`config.mk`:
```
export PLATFORM = sky130hd
export DESIGN_NAME = mux_pipe_nto1
export DESIGN_NICKNAME = d
export VERILOG_FILES = /design/src/rtl/mux_pipe_nto1.sv
export SDC_FILE = /design/constraint.sdc
export NUM_CORES = 1
export LEC_CHECK = 0
export BUFFER_PORTS_ARGS = -buffer_cell sky130_fd_sc_hd__clkbuf_2
export CORE_UTILIZATION = 38
export CTS_CLUSTER_DIAMETER = 200
export DETAILED_ROUTE_END_ITERATION = 8
export HOLD_SLACK_MARGIN = 0.15
export PLACE_DENSITY = 0.75
export SYNTH_ARGS = -nofsm -noshare
export SYNTH_HDL_FRONTEND = slang
export SYNTH_SLANG_ARGS = --single-unit
```
`constraint.sdc`:
```
create_clock -name clk -period 0.86 [get_ports clk]
set_input_delay 0.129 -clock clk [delete_from_list [all_inputs] [get_ports clk]]
set_output_delay 0.129 -clock clk [all_outputs]
set_load 0.05 [all_outputs]
```
`src/rtl/mux_pipe_nto1.sv`:
```
// mux_pipe_nto1: pipelined N-to-1 lane mux with stall/flush; define MUX_PIPE_SELCHK_EN to flag out-of-range selects
module mux_pipe_nto1 #(
  parameter int WIDTH  = 32,
  parameter int NUM_IN = 4,
  parameter int STAGES = 1,
  parameter int SEL_W  = 2
) (
  input  logic                    clk,
  input  logic                    rst_n,
  input  logic [NUM_IN*WIDTH-1:0] in_data,
  input  logic [SEL_W-1:0]        sel,
  input  logic                    in_valid,
  input  logic                    stall,
  input  logic                    flush,
  output logic [WIDTH-1:0]        out,
  output logic                    out_valid,
  output logic                    sel_err
);
  localparam int NL = 2**SEL_W;
  localparam logic [SEL_W:0] NUM_IN_W = (SEL_W+1)'(NUM_IN);
  logic [WIDTH-1:0] lanes [NL];
  logic [WIDTH-1:0] d [STAGES];
  logic             v [STAGES];
  logic             e [STAGES];
  logic             ok;
  logic             e0;
  logic [WIDTH-1:0] d0;
  for (genvar k = 0; k < NL; k++) begin : g_lane
    if (k < NUM_IN) begin : g_real
      assign lanes[k] = in_data[k*WIDTH +: WIDTH];
    end else begin : g_pad
      assign lanes[k] = '0;
    end
  end
  // stage-0 candidate: chosen lane, or the out-of-range substitute
  always_comb begin
    ok = {1'b0, sel} < NUM_IN_W;
`ifdef MUX_PIPE_SELCHK_EN
    d0 = ok ? lanes[sel] : '0;
    e0 = !ok;
`else
    d0 = ok ? lanes[sel] : lanes[0];
    e0 = 1'b0;
`endif
  end
  // pipeline registers: flush beats stall, stall beats load; idle input keeps stage-0 data
  always_ff @(posedge clk or negedge rst_n) begin
    if (!rst_n) begin
      for (int i = 0; i < STAGES; i++) begin
        d[i] <= '0;
        v[i] <= 1'b0;
        e[i] <= 1'b0;
      end
    end else if (flush) begin
      for (int i = 0; i < STAGES; i++) begin
        d[i] <= '0;
        v[i] <= 1'b0;
        e[i] <= 1'b0;
      end
    end else if (!stall) begin
      v[0] <= in_valid;
      e[0] <= in_valid & e0;
      if (in_valid) d[0] <= d0;
      for (int i = 1; i < STAGES; i++) begin
        d[i] <= d[i-1];
        v[i] <= v[i-1];
        e[i] <= e[i-1];
      end
    end
  end
  assign out       = d[STAGES-1];
  assign out_valid = v[STAGES-1];
  assign sel_err   = e[STAGES-1];
endmodule

```
==> flow_metrics.py, run 1 <==
metrics = {
    "clock_tree": {
        "clk_pin_slew_ns": 0.07,
        "clk_latency_ns": 0.27,
        "cts-root-buf": "clkbuf_8",
        "numCtsBuffers": 5,
        "cts_tree": "built",
        "cts_buffer_depth": 2,
        "htree_num_levels": 2,
        "clock-sinks": 33,
    },
    "grt": {
        "first_global_vias": 2301,
        "antenna_found_initial": 0,
        "grt_pass1_wl_um": 10680,
        "grt-ovfl-total": 0,
        "grt_max_degree": 37,
        "gr-usage-all-layers": 0.2301,
    },
    "sta": {
        "setup_viol": 65,
        "rsz0062_at_grt": "yes",
        "finalCritPeriodShare": 1.197,
        "fmax_mhz": 971.8,
        "timing.final.ws_setup_ns": -0.1690,
        "skew_ns": 0,
        "slew_viol_final": 0,
        "finalHoldViolCount": 0,
        "final.min_clock_period_ns": 1.029,
    },
    "power_and_ir_drop": {
        "p_leak_nw": 2.348,
        "finalPower_mw": 4.602,
        "power_density_nw_per_um2": 1187,
        "peakVddDrop_v": 0.0007531,
    },
    "run_status": {
        "violations": "setup timing",
        "status": "finished, violations left",
    },
    "yosys": {
        "netlist-cell-type-count": 16,
        "synth_edf_count": 0,
        "netlist_area_um2": 2090,
        "syn_nets": 323,
        "synth_top_area_frac": 0.3952,
        "synth_area_leaders": "dfrtp_1 40%, mux2i_1 31%, a21o_1 11%",
        "synth_most_common_cell": "mux2i_1",
        "syn_inst": 188,
        "synth_seq_area_share": 0.3952,
        "ys_warn_count": 0,
        "synth_seq_cells": 33,
        "synth_area_per_cell_um2": 11.11,
        "ys_async_sr_fraction": 1.000,
        "synth_flop_cell": "dfrtp_1",
        "ys_top_cells_by_count": "65 x mux2i_1, 33 x dfrtp_1, 31 x a21o_1, 31 x o22ai_1, 10 x buf_2",
        "yosys.area.top_type": "dfrtp_1",
    },
    "setup_path": {
        "reg2reg_depth": 3,
        "crit_arrival_ns": 1.24,
        "required_ns": 1.07,
        "crit_type": "in -> reg",
        "startpoint_type": "primary input",
        "end_kind": "flip-flop",
        "worstPathMaxFanout": 15,
    },
    "cells_and_area": {
        "final_cell_area_um2": 3876,
        "stdcell_count": 448,
        "fin_nets": 512,
        "final_layout_size_suffix_gt1_frac": 0.6349,
        "regArea_um2": 827.0,
        "area_growth_pct": 85.51,
        "fillers": 380,
        "antennaDiodeCount": 0,
        "final_util": 0.7447,
        "multi_input_area_um2": 1334,
    },
    "placement": {
        "port_buffers": 167,
        "post-place-ws_ns": -0.4781,
        "place_congestion": 0.7506,
        "dpl.hpwl_um": 4740,
        "placed_area_um2": 3289,
        "dp.cells": 420,
    },
    "route": {
        "viasPerCell": 5.020,
        "wirelength_um": 6830,
        "vias": 2249,
        "ant_nets": 0,
        "wl_per_cell_um": 15.25,
        "drt_iter0_markers": 52,
        "post-route-drc-count": 0,
        "drtPass1Iterations": 4,
    },
    "job": {
        "cap_violations": 0,
    },
    "floorplanning": {
        "die-area_um2": 5800,
        "placementRows": 26,
        "die_w_um": 76.16,
        "die_h_um": 76.16,
        "io-pin-count": 169,
        "start_util": 0.4014,
        "coreArea_um2": 5205,
    },
    "worst_hold_path": {
        "hold_path_class": "in -> reg",
        "hold_depth": 4,
    },
}
[layout by cell type (no fill, tap or decap)]
cell type      count
a211o_1            1
or4b_4             1
dfrtp_2            1
mux2i_1           65
nor2_1             3
buf_4             25
buf_6              1
clkbuf_1           2
o22ai_2           31
buf_8             32
nand4bb_2          1
clkbuf_2         132
clkbuf_8           7
dlygate4sd3_1      2
inv_1              1
buf_12             8
conb_1             1
a21oi_2            1
a21o_1            31
dfrtp_1           32
[flip-flops by register name, indices dropped and copies added, names as in the netlist]
signal and cells:
out_valid 1, out 32
[metal layers]
metal | share of wire | track usage
met1 | 0.39 | 0.2432
met2 | 0.55 | 0.4527
met3 | 0.046 | 0.03832
met4 | 0.014 | 0.08269
met5 | 0 | 0
[critical path, stage by stage]
cell	delay [ns]
buf_6	0.09
or4b_4	0.57
buf_12	0.18
o22ai_2	0.16
a21o_1	0.10
[power breakdown]
part | leakage [nW] | switching [mW] | total (mW) | internal, mW
sequential | 0.447 | 0.0892 | 1.73 | 1.64
clock | 0.0455 | 0.520 | 1.17 | 0.652
combinational | 1.86 | 0.837 | 1.70 | 0.859
[cells by family (layout without fill, tap and decap cells)]
| kind of cell | after synthesis | after routing | share of synthesized area |
|---|---|---|---|
| simple gates | 5 | 5 | 0.01736 |
| other cells | 1 | 1 | 0.001795 |
| compound gates | 64 | 64 | 0.2108 |
| buf+inv | 20 | 210 | 0.06347 |
| mux | 65 | 65 | 0.3114 |
| flops | 33 | 33 | 0.3952 |
[timing repair]
item / in CTS / in global routing
hold buffers: 2 / 0
endpoints found under the setup margin: 65 / 65
gates resized for setup: 67 / 33
hold endpoints to repair: 34 / 0
buffers inserted: 7 / 11
[through the flow]
step           hold WS [ns]  TNS [ns]
2_1_floorplan       -0.1666    -10.62
3_3_place_gp         0.1051    -12.87
3_5_place_dp         0.1030    -13.87
4_1_cts              0.2172    -8.669
5_1_grt              0.2420    -10.04
6_report             0.2225    -8.364
[worst paths after layout]
kind	start	slack, ns	end
max in group asynchronous	rst_n	0.33	out[23]
min	in_data[82]	0.22	out[18]
min in group asynchronous	rst_n	0.34	out[21]
min reg2reg	out[9]	0.50	out[9]
max reg2reg	out[14]	-0.07	out[14]
max	sel[1]	-0.17	out[10]
[cell type report]
class / count / share of cell area
Timing Repair Buffer: 201 / 0.3957
Inverter: 1 / 0.0009684
Tap cell: 70 / 0.02260
Clock buffer: 8 / 0.02324
Sequential cell: 33 / 0.2134
Multi-Input combinational cell: 135 / 0.3441
Note: power is estimated with default switching activity, not from simulation.
==> inputs of run 2 (changes only) <==
CORE_UTILIZATION = 39   (was 38)
HOLD_SLACK_MARGIN = 0.03   (was 0.15)
PLACE_DENSITY = 0.77   (was 0.75)
==> flow_metrics.py, run 2 (same netlist as run 1, synthesis figures left out) <==
metrics = {
    "run_status": {
        "status": "finished, violations left",
        "violations": "setup timing",
    },
    "cells_and_area": {
        "fin_nets": 507,
        "layout_commonest_cell": "clkbuf_2",
        "final_layout_size_suffix_gt1_frac": 0.6300,
        "final_cell_mix": "132 x clkbuf_2, 65 x mux2i_1, 33 x buf_8",
        "final_cell_area_um2": 3802,
        "antennaDiodeCount": 0,
        "area_growth_pct": 81.98,
        "largest_reg_flops": 32,
        "fillers": 384,
    },
    "grt": {
        "gr-usage-all-layers": 0.2338,
        "grt_pass1_wl_um": 9832,
        "first_global_vias": 2160,
        "antenna_found_initial": 0,
        "grt_max_degree": 34,
        "grt-ovfl-total": 0,
    },
    "floorplanning": {
        "coreArea_um2": 5140,
        "io-pin-count": 169,
        "die_h_um": 75.20,
        "placementRows": 26,
        "die_w_um": 75.20,
        "die-area_um2": 5654,
        "start_util": 0.4065,
    },
    "setup_path": {
        "end_kind": "flip-flop",
        "crit_type": "in -> reg",
        "endpoint": "out[2]",
        "crit_start": "sel[1]",
        "reg2reg_depth": 2,
        "critPathSlowestCell": "or4b_4",
        "crit_arrival_ns": 1.25,
        "required_ns": 1.07,
        "rrSetupSlack_ns": -0.05,
        "startpoint_type": "primary input",
        "slowest_delay_ns": 0.57,
        "worstPathMaxFanout": 15,
        "crit_chain": "buf_6 -> or4b_4 -> buf_12 -> o22ai_2 -> a21o_1",
        "crit_buf_inv": 2,
        "cp.depth": 5,
        "cpLargestDelayFamily": "simple AND/OR/NAND/NOR gates",
        "worstReg2RegEnd": "out[20]",
        "r2r-start": "out[20]",
    },
    "sta": {
        "rsz0062_at_grt": "yes",
        "skew_ns": 0,
        "final.min_clock_period_ns": 1.042,
        "fmax_mhz": 959.4,
        "timing.hold.ws_ns": 0.1337,
        "finalCritPeriodShare": 1.212,
        "setup_viol": 65,
        "setup_tns_ns": -8.231,
        "finalHoldViolCount": 0,
        "timing.final.ws_setup_ns": -0.1824,
        "slew_viol_final": 0,
    },
    "route": {
        "wl_per_cell_um": 15.16,
        "drt_iter0_markers": 63,
        "viasPerCell": 5.018,
        "vias": 2223,
        "m1WireLength_um": 2599,
        "drtPass1Iterations": 4,
        "ant_nets": 0,
        "top_layer": "met4",
        "post-route-drc-count": 0,
        "wl_met3_um": 282,
        "route.met2.wl_um": 3684,
        "wirelength_um": 6714,
    },
    "power_and_ir_drop": {
        "p_leak_nw": 2.305,
        "power_density_nw_per_um2": 1178,
        "peakVddDrop_v": 0.0008045,
        "switching_power_mw": 1.433,
        "internal_power_mw": 3.047,
        "sw_frac_of_total": 0.3199,
        "clkPwrFrac": 0.243,
        "combPwrFrac": 0.370,
        "power_frac_seq": 0.387,
    },
    "clock_tree": {
        "cts-root-buf": "clkbuf_8",
        "htree_num_levels": 2,
        "numCtsBuffers": 5,
        "cts_tree": "built",
        "clock-sinks": 33,
        "clk_pin_slew_ns": 0.06,
        "clk_latency_ns": 0.28,
        "cts_buffer_depth": 2,
    },
    "job": {
        "cap_violations": 0,
    },
    "placement": {
        "port_buffers": 167,
        "place_congestion": 0.7520,
        "placed_area_um2": 3279,
        "dpl.hpwl_um": 4725,
    },
    "worst_hold_path": {
        "hold_path_class": "in -> reg",
    },
}
==> run 2: how the worst min path moves through the flow <==
stage          startpoint        end  slack, ns  cells after the start
2_1_floorplan       rst_n     out[0]      -0.17                      0
4_1_cts             flush  out_valid       0.12                      3
5_1_grt             flush  out_valid       0.14                      3
3_5_place_dp        rst_n    out[24]       0.10                      2
3_3_place_gp        rst_n    out[24]       0.10                      2
6_report            flush  out_valid       0.13                      3
==> run 2: cell type report <==
cell class              instances  area (µm²)  area share
flip-flops and latches         33       827.0      0.2175
multi-input cells             135        1334      0.3508
inverters                       1       3.754   0.0009872
well taps                      70       87.58     0.02303
clock buffers                   8       80.08     0.02106
repair buffers                196        1470      0.3866
==> run 2: per-stage QoR <==
| stage | setup slack [ns] | utilization | instances | power (mW) |
|---|---|---|---|---|
| 3_5_place_dp | -0.4620 | 0.6380 | 422 | 3.127 |
| 4_1_cts | -0.1673 | 0.7176 | 435 | 4.395 |
| 5_1_grt | -0.1827 | 0.7398 | 443 | 4.701 |
| 3_3_place_gp | -0.4269 | 0.6380 | 422 | 3.106 |
| 6_report | -0.1824 | 0.7398 | 443 | 4.480 |
| 2_1_floorplan | -0.3410 | - | 188 | 2.567 |
==> run 2: power by group through the flow <==
stage / Clock [mW] / Sequential, mW / Combinational [mW]
after global routing: 1.20 / 1.74 / 1.76
after global placement: 0 / 1.72 / 1.39
after floorplan: 0 / 2.04 / 0.523
after detailed placement: 0 / 1.72 / 1.41
final: 1.09 / 1.73 / 1.66
after CTS: 1.12 / 1.71 / 1.57
==> run 2: per-layer routing <==
metal	global-route usage	vias up
li1	-	1081
met2	0.4294	79
met1	0.2669	1051
met4	0.09259	0
met5	0	-
met3	0.04552	12
==> run 2: repair_timing <==
item,CTS,global route
endpoints found under the setup margin,65,65
hold buffers,1,0
endpoints found under the hold margin,33,0
setup buffers,4,8
resized for setup,66,35
==> run 2: worst min-delay path, cell delays in order <==
cell and delay, ns:
clkbuf_2 0.09, buf_4 0.11, nor2_1 0.04
